===== config.mk =====
export PLATFORM = sky130hd
export DESIGN_NAME = regwb_arbiter
export DESIGN_NICKNAME = d
export VERILOG_FILES = /design/src/rtl/regwb_arbiter.sv
export SDC_FILE = /design/constraint.sdc
export NUM_CORES = 1
export LEC_CHECK = 0
export CAP_MARGIN = 20
export CORE_AREA = 2 2 56 68
export CTS_CLUSTER_DIAMETER = 200
export CTS_CLUSTER_SIZE = 8
export DETAILED_ROUTE_END_ITERATION = 10
export DIE_AREA = 0 0 58 70
export HOLD_SLACK_MARGIN = 0.02
export PLACE_DENSITY = 0.71
export SYNTH_ARGS = -nofsm -noshare
export SYNTH_HDL_FRONTEND = slang
export SYNTH_SLANG_ARGS = --single-unit

===== constraint.sdc =====
create_clock -name CLK -period 2.4 [get_ports CLK]
set_clock_uncertainty 0.2 [all_clocks]
set_input_delay 0.24 -clock CLK [delete_from_list [all_inputs] [get_ports CLK]]
set_output_delay 0.24 -clock CLK [all_outputs]
set_load 0.02 [all_outputs]

===== src/rtl/regwb_arbiter.sv =====
// Writeback arbiter for the register file's single write port.
// Two requesters (ALU result path, memory load path) compete for one write
// per cycle. ALU wins by default; a saturating starvation counter forces the
// load path through after STARVE_MAX consecutive lost cycles. A per-register
// pending scoreboard tracks destinations with an outstanding writeback so
// decode can stall dependent reads.
module regwb_arbiter #(
  parameter int W          = 8,
  parameter int D          = 3,
  parameter int STARVE_MAX = 3
) (
  input  logic              CLK,
  input  logic              Reset,
  input  logic              alu_valid,
  output logic              alu_ready,
  input  logic [D-1:0]      alu_reg,
  input  logic [W-1:0]      alu_data,
  input  logic              mem_valid,
  output logic              mem_ready,
  input  logic [D-1:0]      mem_reg,
  input  logic [W-1:0]      mem_data,
  input  logic              issue_valid,
  input  logic [D-1:0]      issue_reg,
  output logic [1:0]        RegWrite,
  output logic [D-1:0]      wr_reg,
  output logic [W-1:0]      writeValue,
  output logic [2**D-1:0]   pending
);

  localparam int          NREG       = 2**D;
  localparam logic [3:0]  STARVE_LIM = 4'(STARVE_MAX);

  // Registered state
  logic [3:0]      starve_q,   starve_d;
  logic [1:0]      regwrite_q, regwrite_d;
  logic [D-1:0]    wr_reg_q,   wr_reg_d;
  logic [W-1:0]    wdata_q,    wdata_d;
  logic [NREG-1:0] pending_q,  pending_d;

  // Arbitration results for the current cycle
  logic            grant_alu;
  logic            grant_mem;
  logic            grant_any;
  logic [D-1:0]    grant_reg;
  logic [W-1:0]    grant_data;

  // Grant decision: ALU priority unless the load path has starved to the limit.
  // Grants are suppressed while Reset is high so nothing looks accepted.
  always_comb begin
    grant_alu = 1'b0;
    grant_mem = 1'b0;
    if (!Reset) begin
      if (mem_valid && (!alu_valid || starve_q == STARVE_LIM)) begin
        grant_mem = 1'b1;
      end else if (alu_valid) begin
        grant_alu = 1'b1;
      end
    end
  end

  assign alu_ready = grant_alu;
  assign mem_ready = grant_mem;
  assign grant_any = grant_alu | grant_mem;

  // Select the winning request's destination and data
  always_comb begin
    grant_reg  = alu_reg;
    grant_data = alu_data;
    if (grant_mem) begin
      grant_reg  = mem_reg;
      grant_data = mem_data;
    end
  end

  // Starvation counter: count cycles the load path waits, saturating at the limit
  always_comb begin
    starve_d = 4'd0;
    if (mem_valid && !grant_mem) begin
      if (starve_q >= STARVE_LIM) begin
        starve_d = STARVE_LIM;
      end else begin
        starve_d = starve_q + 4'd1;
      end
    end
  end

  // Write port next state: pulse RegWrite=01 after a grant, hold index/data otherwise
  always_comb begin
    regwrite_d = 2'b00;
    wr_reg_d   = wr_reg_q;
    wdata_d    = wdata_q;
    if (grant_any) begin
      regwrite_d = 2'b01;
      wr_reg_d   = grant_reg;
      wdata_d    = grant_data;
    end
  end

  // Scoreboard next state per register: an issue sets the bit and takes
  // precedence over a write to the same register in the same cycle.
  for (genvar gi = 0; gi < NREG; gi++) begin : g_pending
    always_comb begin
      pending_d[gi] = pending_q[gi];
      if (grant_any && grant_reg == D'(gi)) begin
        pending_d[gi] = 1'b0;
      end
      if (issue_valid && issue_reg == D'(gi)) begin
        pending_d[gi] = 1'b1;
      end
    end
  end

  // State registers with asynchronous reset; an in-flight grant is dropped
  always_ff @(posedge CLK or posedge Reset) begin
    if (Reset) begin
      starve_q   <= 4'd0;
      regwrite_q <= 2'b00;
      wr_reg_q   <= '0;
      wdata_q    <= '0;
      pending_q  <= '0;
    end else begin
      starve_q   <= starve_d;
      regwrite_q <= regwrite_d;
      wr_reg_q   <= wr_reg_d;
      wdata_q    <= wdata_d;
      pending_q  <= pending_d;
    end
  end

  assign RegWrite   = regwrite_q;
  assign wr_reg     = wr_reg_q;
  assign writeValue = wdata_q;
  assign pending    = pending_q;

endmodule

* Word-level counts from Yosys, hierarchy flattened
Index checks and enable logic that the tools add are counted.
W data, S select, Z words.
** Cells by class
- Reductions and logical operators :: 31
- $add $sub $neg :: 1
- Mux-type cells :: 26
- $lt $le $gt $ge :: 1
- Equal/unequal tests :: 15
- Bitwise logic cells :: 1
** Operators by type and width (number)
- $eq A3 B3 Y1 const B :: 8
- $mux W1 :: 22
- $logic_and A1 B1 Y1 :: 18
- $reduce_bool A2 Y1 :: 8
- $eq A3 B2 Y1 const B :: 4
- $mux W4 :: 2
- $mux W8 :: 1
- $eq A3 B1 Y1 const B :: 2
- $logic_not A3 Y1 :: 2
- $add A4 B1 Y4 const B :: 1
- $eq A4 B2 Y1 const B :: 1
- $ge A4 B2 Y1 const B :: 1
- $mux W3 :: 1
- $logic_not A1 Y1 :: 2
- $logic_or A1 B1 Y1 :: 1
- $or A1 B1 Y1 :: 1
** Word-level totals
- Word-level logic and storage cells :: 87
- Bits in registers :: 25
- Input port bits :: 30
- Output and inout port bits :: 23

* Longest topological paths before layout
- Depth after elaboration :: 10
- Depth in mapped cells :: 8

* Least setup slack after synthesis
No wires, ideal clock.
- Path type :: register -> register
- From :: reg starve_q[0]
- To :: reg pending_q[1] (netlist: pending[1])
- Data required time :: 2067 ps
- Setup slack :: 620 ps
- Arrival :: 1447 ps
- Cell stages (with the launch flop) :: 7
- Cell sequence :: dfrtp_1 > ha_1 > nor3b_2 > o21ai_1 > buf_4 > mux2i_1 > o211ai_1
** On the way
- Cells in the longest elaborated chain, start to end :: 9
- Elaborated cells between the ends (all ways) :: 12
** RTL lines
- start: declaration :: RTL line 34 : logic [3:0] starve_q, starve_d;
- start signal: assignment :: RTL line 122 : starve_q <= starve_d;
- $eq A4 B2 Y1 * :: RTL line 53 : if (mem_valid && (!alu_valid || starve_q == STARVE_LIM)) begin
- $logic_or A1 B1 Y1 * :: RTL line 53
- $logic_and A1 B1 Y1 * :: RTL line 53
- $mux W1 :: RTL line 53
- $mux W1 :: RTL line 52 : if (!Reset) begin
- $mux W3 :: RTL line 69 : if (grant_mem) begin
- $eq A3 B1 Y1 :: RTL line 104 : if (grant_any && grant_reg == D'(gi)) begin
- $logic_and A1 B1 Y1 * :: RTL line 104
- $reduce_bool A2 Y1 (no line) *
- end signal: assignment :: RTL line 126 : pending_q <= pending_d;
- end: declaration :: RTL line 38 : logic [NREG-1:0] pending_q, pending_d;
Every way passes the cells marked *; elsewhere a longest branch is shown, timed or not.
A chain may end at the register's enable or synchronous reset.

* Worst setup path after layout
- From :: reg starve_q[0]
- To :: out alu_ready
** On the way
- Cells in the longest elaborated chain, start to end :: 5
** RTL lines
- $eq A4 B2 Y1 :: RTL line 53
- $logic_or A1 B1 Y1 :: RTL line 53
- $logic_and A1 B1 Y1 :: RTL line 53
- $mux W1 :: RTL line 53
- $mux W1 :: RTL line 52
- end: declaration :: RTL line 15 : output logic alu_ready,
Every way passes these cells.

==> qor.csv <==
metric,value,unit
clk_latency,0.27,ns
dr_total_vias,1211,
power_density,540,nW/um^2
crit_chain,"ha_1, nor3b_2, a21o_1, inv_2, dlymetal6s2s_1",
numCtsBuffers,3,
post-dp-hpwl,2.68,mm
netlist_area,1270,sq um
rows,24,
num-fill-cells,336,
grt_pass1_vias,1294,
crit_family,flip-flops,
synth_edf_count,0,
final_area,1890,sq um
reg2reg_slack,0.41,ns
dieHeight,70,microns
diodes,0,
drt_iter0_drc,14,
synth-seq-cells,24,
place_inst,227,
drt-total-wl,3.44,mm
cts.sinks,24,
clk_pin_slew,0.08,ns
crit_slowest_cell,dfrtp_1,
grt_usage,0.181,
final_cell_mix,"49 x clkdlybuf4s50_1, 24 x dfrtp_1, 14 x nand2_1",
finalNonFillerCells,230,
drive_above_1_share,0.0838,
drtPass1Iterations,4,
ys_warn_count,0,
via_per_inst,5.27,
p_comb_frac,0.301,
area_delta_synth_final,48.8,%
r2r_start,starve_q[0]$_DFF_PP0_,
finalSetupViolations,0,
synth_cell_type_count,38,
gp_congestion,0.808,
synth-main-ff-cell,dfrtp_1,
synth_seq_area_share,0.473,
cp.arrival,1.56,ns
max_freq,500,MHz
ys_async_sr_fraction,1.00,
critPathMaxFanout,3,
slowest_delay,0.40,ns
final_common_cell,clkdlybuf4s50_1,
design.die.area,4060,sq um
antenna_found_initial,0,
finalMaxSlewViolations,0,
finalHoldViolCount,0,
ios,53,
pwr-share-seq,0.459,
nets,224,
rsz0062_at_grt,no,
fin_crit,2.00,ns
p_sw,0.000305,W
cts_buffer_depth,2,
p_int,0.000716,W
hp-class,primary input to asynchronous set/reset pin,
grt_pass1_wl,5.70,mm
crit_end,alu_ready,
io_buffer_count,51,
start_util,0.365,
peakVddDrop,0.349,mV
crit_required,1.96,ns
p_clk_frac,0.240,
grt_max_degree,15,
critPathBufInv,2,
fin_crit_sh,0.834,
critical_path_depth,5,
htreeDepth,1,
die_x,58,microns
dpl-instance-area,1840,sq um
syn-instance-count,134,
wl_per_cell,14.9,microns
tritoncts,built,
swShare,0.299,
syn_avg_cell_area,9.48,sq um
r2r_cells,6,
critPathLaunchType,flip-flop,
outcome,completed,
grt-ovfl-total,0,
postRouteAntennaNets,0,
end_kind,output port,
startpoint,starve_q[0]$_DFF_PP0_,
maxCapViolCount,0,
leakage,0.894,nW
critical_path.reg2reg.endpoint,pending[4]$_DFFE_PP0P_,
core_area,3480,sq um
remaining_drc_errors,0,
worstSetupPathType,flip-flop to output port,
final.setup.tns,0,ns
clockRootBuffer,clkbuf_8,
postCtsHoldBufs,0,
## cell type report
cell class              instances  area, sq um  share of cell area
multi-input cells              92          578               0.306
clock buffers                   3         41.3              0.0219
flip-flops and latches         24          601               0.318
inverters                      14         52.6              0.0278
well taps                      39         48.8              0.0258
repair buffers                 58          568               0.301
## worst reg2reg max path, cell delays in order, from the launching register on
cell,delay [ns]
dfrtp_1,0.40
ha_1,0.23
nor3b_2,0.18
o21ai_1,0.16
buf_4,0.23
mux2_2,0.36
o211ai_1,0.15
## power groups by stage
stage | clock network (W) | registers [W] | logic, W
floorplan | 0 | 0.000519 | 0.000102
global placement | 0 | 0.000476 | 0.000300
detailed placement | 0 | 0.000476 | 0.000307
CTS | 0.000254 | 0.000469 | 0.000310
global route | 0.000258 | 0.000472 | 0.000330
finish | 0.000245 | 0.000469 | 0.000307
## cell families (layout without fill, tap and decap cells)
group	after synthesis	after routing	synth area share
AO/OA/AOI/OAI	41	41	0.232
adder cells (fa/ha/maj)	1	1	0.00985
buffers and inverters	20	75	0.0778
flip-flops	24	24	0.473
multiplexers	3	3	0.0246
other	1	3	0.00295
AND/OR/NAND/NOR	44	44	0.180
## synth_stat cells (2+ instances only)
master | number | share of area
and3_1 | 2 | 0.0099
buf_4 | 2 | 0.012
o211ai_1 | 9 | 0.053
buf_6 | 2 | 0.018
a21o_1 | 2 | 0.012
a21oi_1 | 2 | 0.0079
o22ai_1 | 8 | 0.039
nand3b_1 | 2 | 0.012
inv_1 | 13 | 0.038
nand2b_1 | 5 | 0.025
o21ai_0 | 5 | 0.020
nand4b_1 | 2 | 0.014
dfrtp_1 | 24 | 0.47
nor2_1 | 11 | 0.033
mux2i_1 | 2 | 0.016
a211o_1 | 5 | 0.034
nor2b_1 | 2 | 0.0099
nand2_1 | 14 | 0.041
o21ai_1 | 2 | 0.0079
a31oi_1 | 2 | 0.0099
## how the worst min path moves through the flow
stage / end / slack, ns / cells past startpoint
final: writeValue[5]$_DFFE_PP0P_ / 0.15 / 2
after global routing: starve_q[3]$_DFF_PP0_ / 0.23 / 2
after CTS: starve_q[2]$_DFF_PP0_ / 0.16 / 2
after detailed placement: starve_q[0]$_DFF_PP0_ / 0.25 / 1
after global placement: starve_q[0]$_DFF_PP0_ / 0.24 / 1
after floorplan: RegWrite[0]$_DFF_PP0_ / 0.05 / 1
## repair_timing
| action | 4_1_cts | 5_1_grt |
|---|---|---|
| resized for setup | 0 | 2 |
| buffers inserted | 0 | 0 |
| setup endpoints to repair | 0 | 2 |
## layer usage
layer  vias up  wire [microns]  GRT usage
li1        589               -          -
met3         5             232     0.0444
met1       573            1380      0.204
met4         0              51     0.0620
met5         -               0          0
met2        44            1770      0.323
## stage by stage
stage	hold WS, ns	power, W	utilization	setup WS (ns)
after floorplan	0.0546	0.000621	-	0.620
after detailed placement	0.251	0.000783	0.529	0.192
final	0.151	0.00102	0.542	0.398
after CTS	0.162	0.00103	0.541	0.0164
after global routing	0.231	0.00106	0.542	0.334
after global placement	0.238	0.000776	0.529	0.211
No activity file was read; power rests on OpenSTA's default activity.
